==> config.mk <==
export PLATFORM = sky130hd
export DESIGN_NAME = spi_arb
export DESIGN_NICKNAME = d
export VERILOG_FILES = /design/src/rtl/spi_arb_pkg.sv /design/src/rtl/spi_arb.sv
export SDC_FILE = /design/constraint.sdc
export NUM_CORES = 1
export LEC_CHECK = 0
export BUFFER_PORTS_ARGS = -buffer_cell sky130_fd_sc_hd__buf_2
export CAP_MARGIN = 30
export CORE_MARGIN = 2
export CORE_UTILIZATION = 35
export DETAILED_ROUTE_END_ITERATION = 12
export GPL_TIMING_DRIVEN = 0
export MAX_ROUTING_LAYER = met4
export PLACE_DENSITY_LB_ADDON = 0.3
export RECOVER_POWER = 100
export SKIP_CTS_REPAIR_TIMING = 1
export SYNTH_ARGS = -nofsm -noshare
export SYNTH_HDL_FRONTEND = slang
export SYNTH_SLANG_ARGS = --single-unit
==> constraint.sdc <==
create_clock -name clk -period 1.89 [get_ports clk]
set_input_delay 0.4725 -clock clk [delete_from_list [all_inputs] [get_ports clk]]
set_output_delay 0.4725 -clock clk [all_outputs]
set_load 0.02 [all_outputs]
==> src/rtl/spi_arb_pkg.sv <==
// spi_arb_pkg: shared types for the two-client SPI arbiter.
//   arb_state_t : arbiter FSM states
//   CLI_A2D     : client index of the A2D interface
//   CLI_INERT   : client index of the inertial interface
package spi_arb_pkg;

   typedef enum logic [1:0] {
      IDLE  = 2'd0,
      ISSUE = 2'd1,
      BUSY  = 2'd2,
      HOLD  = 2'd3
   } arb_state_t;

   localparam logic CLI_A2D   = 1'b0;
   localparam logic CLI_INERT = 1'b1;

endpackage

==> src/rtl/spi_arb.sv <==
// spi_arb: shares one SPI_mnrch master between the A2D client (0) and the
// inertial client (1). Requests are captured per client, granted
// round-robin, and issued one transaction at a time. A locked owner keeps
// the grant for up to HOLD_MAX idle cycles so multi-frame sequences stay
// atomic.
// Ports:
//   clk, rst_n               clock, asynchronous active-low reset
//   wrt0/1, wrt_data0/1      request strobe and frame per client
//   lock0/1                  keep grant after the current frame (sampled on spi_done)
//   done0/1                  completion pulse to the owning client
//   rd_data                  received frame (pass-through of spi_rd_data)
//   gnt                      one-hot owner, 00 when nobody is granted
//   err                      sticky dropped-request flag
//   spi_wrt, spi_wrt_data    start strobe and frame to SPI_mnrch
//   spi_done, spi_rd_data    completion and received frame from SPI_mnrch
module spi_arb
   import spi_arb_pkg::*;
#(
   parameter int HOLD_MAX = 8
) (
   input  logic        clk,
   input  logic        rst_n,
   input  logic        wrt0,
   input  logic        wrt1,
   input  logic [15:0] wrt_data0,
   input  logic [15:0] wrt_data1,
   input  logic        lock0,
   input  logic        lock1,
   output logic        done0,
   output logic        done1,
   output logic [15:0] rd_data,
   output logic [1:0]  gnt,
   output logic        err,
   output logic        spi_wrt,
   output logic [15:0] spi_wrt_data,
   input  logic        spi_done,
   input  logic [15:0] spi_rd_data
);

   localparam int                CNT_W    = $clog2(HOLD_MAX + 1);
   localparam logic [CNT_W-1:0]  HOLD_LIM = CNT_W'(HOLD_MAX);

   arb_state_t       state, state_nxt;
   logic             owner, owner_nxt;
   logic             last, last_nxt;
   logic [1:0]       pend;
   logic [15:0]      data0, data1;
   logic [CNT_W-1:0] hold_cnt, hold_cnt_nxt;

   logic             owner_active;
   logic             drop0, drop1, take0, take1;
   logic [1:0]       pend_clr;
   logic             owner_lock;

   // The owner may not queue a new frame while its current one is being
   // issued or is in flight; on the completion cycle itself it may, which
   // is what makes a lock handoff back-to-back.
   assign owner_active = (state == ISSUE) || ((state == BUSY) && !spi_done);

   assign drop0 = wrt0 && (pend[0] || ((owner == CLI_A2D)   && owner_active));
   assign drop1 = wrt1 && (pend[1] || ((owner == CLI_INERT) && owner_active));
   assign take0 = wrt0 && !drop0;
   assign take1 = wrt1 && !drop1;

   assign pend_clr   = (state == ISSUE) ? ((owner == CLI_INERT) ? 2'b10 : 2'b01) : 2'b00;
   assign owner_lock = (owner == CLI_INERT) ? lock1 : lock0;

   always_ff @(posedge clk or negedge rst_n) begin
      if (!rst_n) begin
         pend  <= 2'b00;
         data0 <= '0;
         data1 <= '0;
         err   <= 1'b0;
      end else begin
         pend <= (pend & ~pend_clr) | {take1, take0};
         if (take0) data0 <= wrt_data0;
         if (take1) data1 <= wrt_data1;
         if (drop0 || drop1) err <= 1'b1;
      end
   end

   always_ff @(posedge clk or negedge rst_n) begin
      if (!rst_n) begin
         state    <= IDLE;
         owner    <= CLI_A2D;
         last     <= CLI_INERT;
         hold_cnt <= '0;
      end else begin
         state    <= state_nxt;
         owner    <= owner_nxt;
         last     <= last_nxt;
         hold_cnt <= hold_cnt_nxt;
      end
   end

   always_comb begin
      state_nxt    = state;
      owner_nxt    = owner;
      last_nxt     = last;
      hold_cnt_nxt = hold_cnt;
      spi_wrt      = 1'b0;
      done0        = 1'b0;
      done1        = 1'b0;
      unique case (state)
         IDLE: begin
            if (pend == 2'b11) begin
               owner_nxt = ~last;
               state_nxt = ISSUE;
            end else if (pend[0]) begin
               owner_nxt = CLI_A2D;
               state_nxt = ISSUE;
            end else if (pend[1]) begin
               owner_nxt = CLI_INERT;
               state_nxt = ISSUE;
            end
         end
         ISSUE: begin
            spi_wrt   = 1'b1;
            state_nxt = BUSY;
         end
         BUSY: begin
            if (spi_done) begin
               done0    = (owner == CLI_A2D);
               done1    = (owner == CLI_INERT);
               last_nxt = owner;
               if (owner_lock) begin
                  hold_cnt_nxt = '0;
                  state_nxt    = HOLD;
               end else begin
                  state_nxt = IDLE;
               end
            end
         end
         HOLD: begin
            if (pend[owner]) begin
               state_nxt = ISSUE;
            end else if (hold_cnt == HOLD_LIM) begin
               state_nxt = IDLE;
            end else begin
               hold_cnt_nxt = hold_cnt + CNT_W'(1);
            end
         end
         default: state_nxt = IDLE;
      endcase
   end

   // In IDLE nobody owns the bus, so the grant and outgoing frame read as zero.
   assign gnt          = (state == IDLE) ? 2'b00 : ((owner == CLI_INERT) ? 2'b10 : 2'b01);
   assign spi_wrt_data = (state == IDLE) ? 16'h0000 : ((owner == CLI_INERT) ? data1 : data0);
   assign rd_data      = spi_rd_data;

endmodule

==> flow_summary.toml <==
[outcome]
status = "finished, final reports clean"

[clock_network]
clock-sinks = 43
root_buffer = "clkbuf_8"
cts-buffers-inserted = 5
cts_tree = "done"
clkLatencyLatePin_ns = 0.29
cts_buffer_depth = 2
htreeDepth = 2
clk_pin_slew_ns = 0.08

[sta]
setup_violations = 0
timing.hold.ws_ns = 0.273
postLayoutSetupSlackWorst_ns = 0.0482
finalHoldViolations = 0
worst_pin_slew_ns = 0.880
slew_headroom = 0.413
rsz0062_at_grt = "yes"
drv_slew = 0
fmax_mhz = 543
fin_crit_ns = 1.84
fin_crit_sh = 0.974
fin_skew_ns = 0.00632
fin_setup_tns_ns = 0

[placement]
place_area_um2 = 2760
placed_cells = 345
hpwl_um = 3480
dp_slack_ns = -0.185
portBuffers = 76
gp_congestion = 0.704

[yosys]
seq_area_frac_synth = 0.476
async_flop_share = 1.00
ys_warn_count = 0
yosysUniqueCellTypes = 37
avgSynthCellArea_um2 = 11.8
synth_nets = 248
synthCells = 191
synth_ff_type = "dfrtp_1"
synth_area_um2 = 2260
ys_seq_elements = 43
synth_edf_count = 0

[power_and_ir_drop]
leakage_nw = 1.51
power_frac_seq = 0.302
share_comb_of_total_power = 0.589
power.total_mw = 5.60
netSwitchingPower_mw = 2.18
ir_drop_uv = 924
swShare = 0.390
clockPowerShare = 0.108
intPower_mw = 3.42
powerDensity_nw_per_um2 = 1820

[finish]
stdcell_count = 366
post-route-util = 0.488
fillCellCount = 610
seqCellArea_um2 = 1080
layout-drive-gt1-share = 0.491
area_growth_pct = 36.4
stdcell_area_um2 = 3080
final_cell_mix = "buf_2, dfrtp_1, buf_4, clkbuf_1, mux2i_1"
final_common_cell = "buf_2"
multiInputGateArea_um2 = 1010
antennaDiodeCount = 0
nNetsFinal = 345

[floorplan]
die_w_um = 84.4
dieHeight_um = 84.4
dieArea_um2 = 7120
row_count = 29
coreArea_um2 = 6310
start_util = 0.358
io-pin-count = 93

[route]
routed_wl_um = 5140
antenna_left = 0
wl_per_cell_um = 14.0
routed_via_density = 4.82
vias = 1764
dr.pass1.iters = 4
remaining_drc_errors = 0
first_iter_violations = 62

[setup_path]
crit_arrival_ns = 1.37
crit_path_start = "owner"
crit_type = "flop to primary output"
cp-start-kind = "flop"
path_max_fanout = 7
r2r_start = "state[1]"
cp_data_required_time_ns = 1.42
cp-end-kind = "primary output"

[worst_hold_path]
hold_path_class = "input port to async pin"

[grt]
antenna_found_initial = 0
grt_max_degree = 28
grt_pass1_vias = 1647
grt.overflow.total = 0
grt_pass1_wl_um = 7740
grtUsageTotal = 0.142

[job]
cap_violations = 0
registers in the layout (all words and copies together) (netlist names):
signal and count:
pend 2, err 1, data0 16, hold_cnt 4, owner 1, state 2, data1 16, last 1
critical path, cell delays in order (launching register included):
cell       delay (ns)
dfrtp_1          0.35
buf_6            0.16
clkbuf_16        0.17
mux2i_2          0.22
nor2_2           0.06
buf_6            0.13
layer usage:
metal / track usage / vias up / share of wire
met5: - / - / 0
met4: 0.0476 / 0 / 0.011
met3: 0.0423 / 5 / 0.076
met2: 0.223 / 69 / 0.46
met1: 0.175 / 853 / 0.46
li1: - / 837 / -
layout make-up:
type	count	area share
Buffer	25	0.0816
Clock buffer	7	0.0280
Clock inverter	1	0.00162
Inverter	6	0.00731
Multi-Input combinational cell	117	0.329
Sequential cell	43	0.349
Tap cell	77	0.0312
Timing Repair Buffer	90	0.172
power by group through the flow:
| stage | sequential (mW) | combinational (mW) | clock, mW |
|---|---|---|---|
| 6_report | 1.69 | 3.30 | 0.608 |
| 5_1_grt | 1.75 | 3.58 | 0.664 |
| 4_1_cts | 1.67 | 2.68 | 0.629 |
| 3_5_place_dp | 1.69 | 2.66 | 0 |
| 3_3_place_gp | 1.67 | 2.62 | 0 |
| 2_1_floorplan | 1.60 | 2.01 | 0 |
path summary, 6_finish.rpt:
kind	endpoint	slack, ns	depth (start not counted)
min in group clk	data1[8]	0.39	2
max reg2reg	data0[10]	0.07	6
max	spi_wrt_data[1]	0.05	5
min reg2reg	data1[10]	0.50	1
max in group asynchronous	data1[9]	0.43	2
min	hold_cnt[0]	0.27	1
cell usage after synthesis, types with 3 or more instances:
cell type / number / area, um^2
a21oi_1: 4 / 20.0
buf_2: 3 / 15.0
buf_4: 17 / 128
dfrtp_1: 42 / 1050
inv_1: 6 / 22.5
mux2_1: 9 / 101
mux2_2: 14 / 158
mux2_4: 9 / 135
mux2i_1: 20 / 200
nand2_1: 11 / 41.3
nand2b_1: 4 / 25.0
nor2_1: 19 / 71.3
o21ai_0: 3 / 15.0
logic make-up (layout without fill, tap and decap cells):
kind of cell,count (synthesis),in the layout,share of synthesized area
AOI/OAI and AO/OA,19,19,0.0576
adders and majority gates,2,2,0.0111
DFF,43,43,0.476
buffers and inverters,31,129,0.0919
muxes,52,52,0.263
and+or+nand+nor,44,44,0.100
Note: power is estimated with default switching activity, not from simulation.
